===== config.mk =====
export PLATFORM = sky130hd
export DESIGN_NAME = baud_cfg_ctrl_flat
export DESIGN_NICKNAME = d
export VERILOG_FILES = /design/src/rtl/spart_pkg.sv /design/src/rtl/baud_cfg_ctrl_if.sv /design/src/rtl/quiesce_timer.sv /design/src/rtl/baud_cfg_ctrl.sv /design/src/flat_wrapper.sv
export SDC_FILE = /design/constraint.sdc
export NUM_CORES = 1
export LEC_CHECK = 0
export ABC_CLOCK_PERIOD_IN_PS = 3700
export CORE_MARGIN = 2
export CORE_UTILIZATION = 54
export CTS_CLUSTER_DIAMETER = 150
export DETAILED_ROUTE_END_ITERATION = 10
export GPL_TIMING_DRIVEN = 0
export PLACE_DENSITY = 0.95
export SLEW_MARGIN = 20
export SYNTH_ARGS = -nofsm -noshare
export SYNTH_HDL_FRONTEND = slang
export SYNTH_SLANG_ARGS = --single-unit
export TNS_END_PERCENT = 20

===== constraint.sdc =====
create_clock -name clk -period 3.7 [get_ports clk]
set_input_delay 0.37 -clock clk [delete_from_list [all_inputs] [get_ports clk]]
set_output_delay 0.37 -clock clk [all_outputs]
set_load 0.1 [all_outputs]

===== src/rtl/spart_pkg.sv =====
// Shared types and constants for the SPART baud-rate reconfiguration sequencer.
// Divisor values assume a 50 MHz system clock.
package spart_pkg;

  typedef enum logic [2:0] {
    IDLE,
    HOLD,
    WR_LO,
    WR_HI,
    DONE,
    ERR
  } state_e;

  typedef enum logic [1:0] {
    ERR_NONE    = 2'b00,
    ERR_BAD_DIV = 2'b01,
    ERR_TIMEOUT = 2'b10
  } err_e;

  localparam logic [15:0] DIV_4800  = 16'd651;
  localparam logic [15:0] DIV_9600  = 16'd326;
  localparam logic [15:0] DIV_19200 = 16'd163;
  localparam logic [15:0] DIV_38400 = 16'd81;

  function automatic logic [15:0] preset_div(input logic [1:0] sel);
    logic [15:0] div;
    case (sel)
      2'd0:    div = DIV_4800;
      2'd1:    div = DIV_9600;
      2'd2:    div = DIV_19200;
      default: div = DIV_38400;
    endcase
    return div;
  endfunction

endpackage


===== src/rtl/baud_cfg_ctrl_if.sv =====
// Bus-side request/response bundle for the baud reconfiguration sequencer.
// The master modport is the requester; the slave modport is the controller.
interface baud_cfg_ctrl_if;
  logic        req_valid;
  logic        req_ready;
  logic        req_raw;
  logic [1:0]  req_sel;
  logic [15:0] req_div;
  logic        cfg_done;
  logic        cfg_err;
  logic [1:0]  err_code;
  logic [15:0] cur_div;

  modport master (
    output req_valid, req_raw, req_sel, req_div,
    input  req_ready, cfg_done, cfg_err, err_code, cur_div
  );

  modport slave (
    input  req_valid, req_raw, req_sel, req_div,
    output req_ready, cfg_done, cfg_err, err_code, cur_div
  );
endinterface


===== src/rtl/quiesce_timer.sv =====
// Saturating cycle counter bounding how long the sequencer waits for the UART to idle.
// tc_o flags the last permitted wait cycle, so the wait lasts exactly LIMIT cycles.
module quiesce_timer #(
  parameter int LIMIT = 1023
) (
  input  logic clk,
  input  logic rst_n,
  input  logic clr_i,
  input  logic en_i,
  output logic tc_o
);

  localparam int W = $clog2(LIMIT + 1);
  localparam logic [W-1:0] MaxCnt = W'(LIMIT);
  localparam logic [W-1:0] TcCnt  = W'(LIMIT - 1);

  logic [W-1:0] cnt_q, cnt_d;

  always_comb begin
    cnt_d = cnt_q;
    if (clr_i)
      cnt_d = '0;
    else if (en_i && (cnt_q != MaxCnt))
      cnt_d = cnt_q + 1'b1;
  end

  always_ff @(posedge clk or negedge rst_n) begin
    if (!rst_n)
      cnt_q <= '0;
    else
      cnt_q <= cnt_d;
  end

  assign tc_o = (cnt_q >= TcCnt);

endmodule


===== src/rtl/baud_cfg_ctrl.sv =====
// Baud-rate reconfiguration sequencer: quiesces the UART, writes the divisor low/high
// byte to the generator and reports completion or error. Outputs decode from next state.
module baud_cfg_ctrl
  import spart_pkg::*;
#(
  parameter logic [15:0] MIN_DIV         = 16'd8,
  parameter int          QUIESCE_TIMEOUT = 1023,
  parameter logic [15:0] RESET_DIV       = 16'd326
) (
  input  logic                clk,
  input  logic                rst_n,
  baud_cfg_ctrl_if.slave      bus,
  input  logic                tx_busy,
  input  logic                rx_busy,
  output logic                tx_hold,
  output logic                baud_write_en,
  output logic                baud_write_location,
  output logic [7:0]          baud_generator_write_line
);

  state_e      state_q, state_d;
  err_e        err_sel;
  err_e        err_code_q, err_code_d;
  logic [15:0] tgt_div_q, tgt_div_d;
  logic [15:0] cur_div_q, cur_div_d;
  logic [7:0]  line_q, line_d;
  logic        tx_hold_q, tx_hold_d;
  logic        wr_en_q, wr_en_d;
  logic        wr_loc_q, wr_loc_d;
  logic        done_q, done_d;
  logic        err_q, err_d;
  logic        timeout_hit;

  quiesce_timer #(
    .LIMIT(QUIESCE_TIMEOUT)
  ) u_timer (
    .clk   (clk),
    .rst_n (rst_n),
    .clr_i (state_q != HOLD),
    .en_i  (state_q == HOLD),
    .tc_o  (timeout_hit)
  );

  always_ff @(posedge clk or negedge rst_n) begin
    if (!rst_n) begin
      state_q    <= IDLE;
      tgt_div_q  <= RESET_DIV;
      cur_div_q  <= RESET_DIV;
      err_code_q <= ERR_NONE;
      line_q     <= 8'd0;
      tx_hold_q  <= 1'b0;
      wr_en_q    <= 1'b0;
      wr_loc_q   <= 1'b0;
      done_q     <= 1'b0;
      err_q      <= 1'b0;
    end else begin
      state_q    <= state_d;
      tgt_div_q  <= tgt_div_d;
      cur_div_q  <= cur_div_d;
      err_code_q <= err_code_d;
      line_q     <= line_d;
      tx_hold_q  <= tx_hold_d;
      wr_en_q    <= wr_en_d;
      wr_loc_q   <= wr_loc_d;
      done_q     <= done_d;
      err_q      <= err_d;
    end
  end

  // Busy inputs are only consulted in HOLD; once writing starts the sequence runs to DONE.
  always_comb begin
    state_d   = state_q;
    tgt_div_d = tgt_div_q;
    err_sel   = ERR_NONE;
    case (state_q)
      IDLE: begin
        if (bus.req_valid) begin
          tgt_div_d = bus.req_raw ? bus.req_div : preset_div(bus.req_sel);
          if (bus.req_raw && (bus.req_div < MIN_DIV)) begin
            state_d = ERR;
            err_sel = ERR_BAD_DIV;
          end else begin
            state_d = HOLD;
          end
        end
      end
      HOLD: begin
        if (!tx_busy && !rx_busy) begin
          state_d = WR_LO;
        end else if (timeout_hit) begin
          state_d = ERR;
          err_sel = ERR_TIMEOUT;
        end
      end
      WR_LO:   state_d = WR_HI;
      WR_HI:   state_d = DONE;
      DONE:    state_d = IDLE;
      ERR:     state_d = IDLE;
      default: state_d = IDLE;
    endcase
  end

  always_comb begin
    tx_hold_d  = state_d inside {HOLD, WR_LO, WR_HI};
    wr_en_d    = state_d inside {WR_LO, WR_HI};
    wr_loc_d   = (state_d == WR_HI);
    done_d     = (state_d == DONE);
    err_d      = (state_d == ERR);
    err_code_d = err_sel;
    cur_div_d  = (state_d == DONE) ? tgt_div_q : cur_div_q;
    line_d     = 8'd0;
    if (state_d == WR_LO)
      line_d = tgt_div_d[7:0];
    else if (state_d == WR_HI)
      line_d = tgt_div_d[15:8];
  end

  assign bus.req_ready           = (state_q == IDLE);
  assign bus.cfg_done            = done_q;
  assign bus.cfg_err             = err_q;
  assign bus.err_code            = err_code_q;
  assign bus.cur_div             = cur_div_q;
  assign tx_hold                 = tx_hold_q;
  assign baud_write_en           = wr_en_q;
  assign baud_write_location     = wr_loc_q;
  assign baud_generator_write_line = line_q;

endmodule


===== src/flat_wrapper.sv =====
// flat-port wrapper written by rule: the top's interface ports become plain ports
module baud_cfg_ctrl_flat import spart_pkg::*;
#(
  parameter logic [15:0] MIN_DIV         = 16'd8,
  parameter int          QUIESCE_TIMEOUT = 1023,
  parameter logic [15:0] RESET_DIV       = 16'd326
)
  (clk, rst_n, tx_busy, rx_busy, tx_hold, baud_write_en, baud_write_location, baud_generator_write_line, bus_req_valid, bus_req_raw, bus_req_sel, bus_req_div, bus_req_ready, bus_cfg_done, bus_cfg_err, bus_err_code, bus_cur_div);
  baud_cfg_ctrl_if bus_i ();
  input  logic clk;
  input  logic rst_n;
  input  logic tx_busy;
  input  logic rx_busy;
  output logic tx_hold;
  output logic baud_write_en;
  output logic baud_write_location;
  output logic [7:0] baud_generator_write_line;
  input wire logic [$bits(bus_i.req_valid)-1:0] bus_req_valid;
  input wire logic [$bits(bus_i.req_raw)-1:0] bus_req_raw;
  input wire logic [$bits(bus_i.req_sel)-1:0] bus_req_sel;
  input wire logic [$bits(bus_i.req_div)-1:0] bus_req_div;
  output wire logic [$bits(bus_i.req_ready)-1:0] bus_req_ready;
  output wire logic [$bits(bus_i.cfg_done)-1:0] bus_cfg_done;
  output wire logic [$bits(bus_i.cfg_err)-1:0] bus_cfg_err;
  output wire logic [$bits(bus_i.err_code)-1:0] bus_err_code;
  output wire logic [$bits(bus_i.cur_div)-1:0] bus_cur_div;
  assign bus_i.req_valid = bus_req_valid;
  assign bus_i.req_raw = bus_req_raw;
  assign bus_i.req_sel = bus_req_sel;
  assign bus_i.req_div = bus_req_div;
  assign bus_req_ready = bus_i.req_ready;
  assign bus_cfg_done = bus_i.cfg_done;
  assign bus_cfg_err = bus_i.cfg_err;
  assign bus_err_code = bus_i.err_code;
  assign bus_cur_div = bus_i.cur_div;
  baud_cfg_ctrl #(.MIN_DIV(MIN_DIV), .QUIESCE_TIMEOUT(QUIESCE_TIMEOUT), .RESET_DIV(RESET_DIV)) u_core (.clk(clk), .rst_n(rst_n), .bus(bus_i), .tx_busy(tx_busy), .rx_busy(rx_busy), .tx_hold(tx_hold), .baud_write_en(baud_write_en), .baud_write_location(baud_write_location), .baud_generator_write_line(baud_generator_write_line));
endmodule

==> results.sh <==
export IMPL_synth_seq_cells=60
export IMPL_die_h_um=72.77
export IMPL_io_buffers=54
export IMPL_wl_per_cell_um=17.18
export IMPL_num_fill_cells=297
export IMPL_drv_cap=0
export IMPL_hold_viol=0
export IMPL_irDropWorstVdd_mv=0.6238
export IMPL_start_util_pct=55.16
export IMPL_ys_seq_area_share_pct=59.19
export IMPL_cp_end_kind="output port"
export IMPL_num_rows=25
export IMPL_min_period_ps=2800
export IMPL_synth_net_count=283
export IMPL_first_pass_iters=5
export IMPL_cts_max_path_buffers=2
export IMPL_nets=348
export IMPL_cts_made_buffers=9
export IMPL_rsz0062_at_grt="false"
export IMPL_critPathLaunchType="register"
export IMPL_die_w_um=72.77
export IMPL_clock_fmax_ghz=0.3572
export IMPL_n_antenna_cell=0
export IMPL_period_share_pct=75.67
export IMPL_crit_path_start="u_core.state_q[0]$_DFF_PN0_"
export IMPL_rr_startpoint="u_core.state_q[1]$_DFF_PN0_"
export IMPL_arrival_ps=2430
export IMPL_place_hpwl_um=4383
export IMPL_grt_max_degree=61
export IMPL_die_area_mm2=0.005295
export IMPL_grt_ovfl_total=0
export IMPL_relSlewSlack_pct=34.46
export IMPL_final_util_pct=73.65
export IMPL_status="complete, no violations"
export IMPL_gr_usage_all_layers_pct=26.89
export IMPL_cts_resized=0
export IMPL_synthToLayoutAreaGrowth_pct=33.51
export IMPL_ant_nets=0
export IMPL_clkSinkCount=60
export IMPL_finalWeightedCongestion=0.9434
export IMPL_h_tree_depth=3
export IMPL_hold_class="input pin to async pin"
export IMPL_synth_edf_count=0
export IMPL_first_iter_violations=253
export IMPL_skew_ps=11.13
export IMPL_postSynth_asyncResetShare_pct=100.0
export IMPL_cts_root_buf="clkbuf_8"
export IMPL_setup_viol=0
export IMPL_final_max_slew_violation_count=0
export IMPL_postCtsSetupBuffers=0
export IMPL_vias_per_cell=5.969
export IMPL_clock_latency_ps=340
export IMPL_crit_required_ps=3330
export IMPL_syn_area_per_cell_um2=9.937
export IMPL_p_leak_nw=1.553
export IMPL_fin_ws_ps=900.2
export IMPL_cts_clk_slew_worst_paths_ps=70
export IMPL_p_per_area_mw_per_mm2=1039
export IMPL_synth_area_mm2=0.002554
export IMPL_worst_pin_slew_ps=980.0
export IMPL_drive_gt1_share_pct=11.62
export IMPL_critPathKind="register to output port"
export IMPL_drc=0
export IMPL_cts_tree="yes"
export IMPL_yosysUniqueCellTypes=41
export IMPL_worstPathMaxFanout=10
export IMPL_antenna_found_initial=0
export IMPL_syn_inst=257
export IMPL_first_global_vias=2141
export IMPL_routed_wl_um=6544
export IMPL_coreArea_mm2=0.004629
export IMPL_grt_pass1_wl_um=10570
export IMPL_io_pins=56
export IMPL_dp_slack_ps=1285
export IMPL_synth_flop_cell="dfrtp_1"
export IMPL_setup_tns_ps=0
export IMPL_hold_buffers=0
export IMPL_yosysWarnings=0
export IMPL_via_count=2274
==> power by group <==
group          switching (mW)  internal (mW)
Sequential              0.148          0.895
Combinational            1.34          0.419
Clock                   0.260          0.483
==> per-stage QoR <==
step / std cells / hold slack, ps / power [mW] / area [um2]
finish: 381 / 81.24 / 3.542 / 3410
global route: 381 / 146.0 / 3.680 / 3410
CTS: 381 / 104.3 / 3.531 / 3410
detailed placement: 365 / 451.7 / 2.770 / 3159
global placement: 365 / 448.0 / 2.724 / 3162
floorplan: 257 / 74.41 / 2.339 / 2554
==> state kept, by name, summed over array words and instances, names as in the netlist <==
signal / cells
u_core.baud_generator_write_line: 8
u_core.baud_write_en: 1
u_core.baud_write_location: 1
u_core.bus.cfg_done: 1
u_core.bus.cfg_err: 1
u_core.bus.cur_div: 16
u_core.bus.err_code: 2
u_core.state_q: 3
u_core.tgt_div_q: 16
u_core.tx_hold: 1
u_core.u_timer.cnt_q: 10
==> metal layers <==
metal  vias to the layer above  track usage [%]  routed length, um
met1                      1107            34.56               2566
met4                         0            13.79                149
met3                        17            5.663                523
li1                       1020                -                  -
met5                         -                0                  0
met2                       130            43.13               3305
==> critical path: stages (launching register included) <==
cell and delay, ps:
dfrtp_1 430, clkbuf_1 230, nor3_1 250, clkdlybuf4s50_1 1170
==> final timing paths <==
check                                                       to  slack, ps  cells after the start
max reg2reg                       u_core.bus.cfg_err$_DFF_PN0_       1770                      5
min reg2reg                  u_core.bus.cur_div[6]$_DFFE_PN1P_        460                      2
max in group asynchronous  u_core.u_timer.cnt_q[1]$_DFFE_PN0P_       3130                      1
min in group clk             u_core.bus.cur_div[6]$_DFFE_PN1P_        460                      2
max                                              bus_req_ready        900                      3
min                         u_core.bus.cur_div[13]$_DFFE_PN0P_         80                      1
==> cells in the mapped netlist, drive strengths merged (3+ instances only) <==
| library cell | instances | area, um2 |
|---|---|---|
| nor3 | 7 | 35.03 |
| buf | 6 | 48.79 |
| nor4 | 5 | 31.28 |
| inv | 5 | 18.77 |
| o31ai | 3 | 36.28 |
| dfstp | 8 | 210.2 |
| nand4 | 4 | 25.02 |
| o21ai | 17 | 92.59 |
| dfrtp | 52 | 1301 |
| nor2 | 14 | 52.55 |
| nand2 | 77 | 294.0 |
| a31oi | 4 | 25.02 |
| a211oi | 3 | 22.52 |
| clkbuf | 6 | 22.52 |
| and2 | 3 | 18.77 |
| nor2b | 5 | 31.28 |
| a21oi | 9 | 45.04 |
| a32oi | 6 | 52.55 |
==> cell type report <==
| cell class | instances | area, um2 | area share, % |
|---|---|---|---|
| well taps | 54 | 67.56 | 1.982 |
| inverters | 6 | 22.52 | 0.6606 |
| plain buffers | 12 | 71.32 | 2.092 |
| multi-input cells | 179 | 948.4 | 27.82 |
| flip-flops and latches | 60 | 1511 | 44.33 |
| clock inverters | 4 | 95.09 | 2.789 |
| repair buffers | 54 | 538.0 | 15.78 |
| clock buffers | 12 | 155.1 | 4.550 |
==> logic make-up after synthesis <==
logic type / Yosys count / share of synthesized area (%)
buffers and inverters: 18 / 3.674
AOI/OAI and AO/OA: 51 / 13.72
xor gates and xnor gates: 2 / 0.6861
DFF: 60 / 59.19
adders and majority gates: 2 / 0.9798
and+or+nand+nor: 124 / 21.75
==> cell usage in the layout (no fill, tap or decap), types with 3 or more instances in the layout <==
| cell | synthesis | layout |
|---|---|---|
| and2_1 | 3 | 3 |
| dfstp_2 | 8 | 8 |
| nor3_1 | 7 | 7 |
| nor2_1 | 14 | 14 |
| a31oi_1 | 4 | 4 |
| clkbuf_8 | 0 | 11 |
| nand2_1 | 75 | 75 |
| dfrtp_1 | 52 | 52 |
| a21oi_1 | 9 | 9 |
| buf_2 | 3 | 3 |
| o21ai_0 | 14 | 14 |
| clkbuf_1 | 6 | 7 |
| a211oi_1 | 3 | 3 |
| a32oi_1 | 6 | 6 |
| nor2b_1 | 5 | 5 |
| nand4_1 | 4 | 4 |
| bufinv_16 | 0 | 3 |
| inv_1 | 5 | 5 |
| clkdlybuf4s50_1 | 0 | 53 |
| nor4_1 | 5 | 5 |
| buf_6 | 3 | 3 |
(Power assumes the default switching activity.)
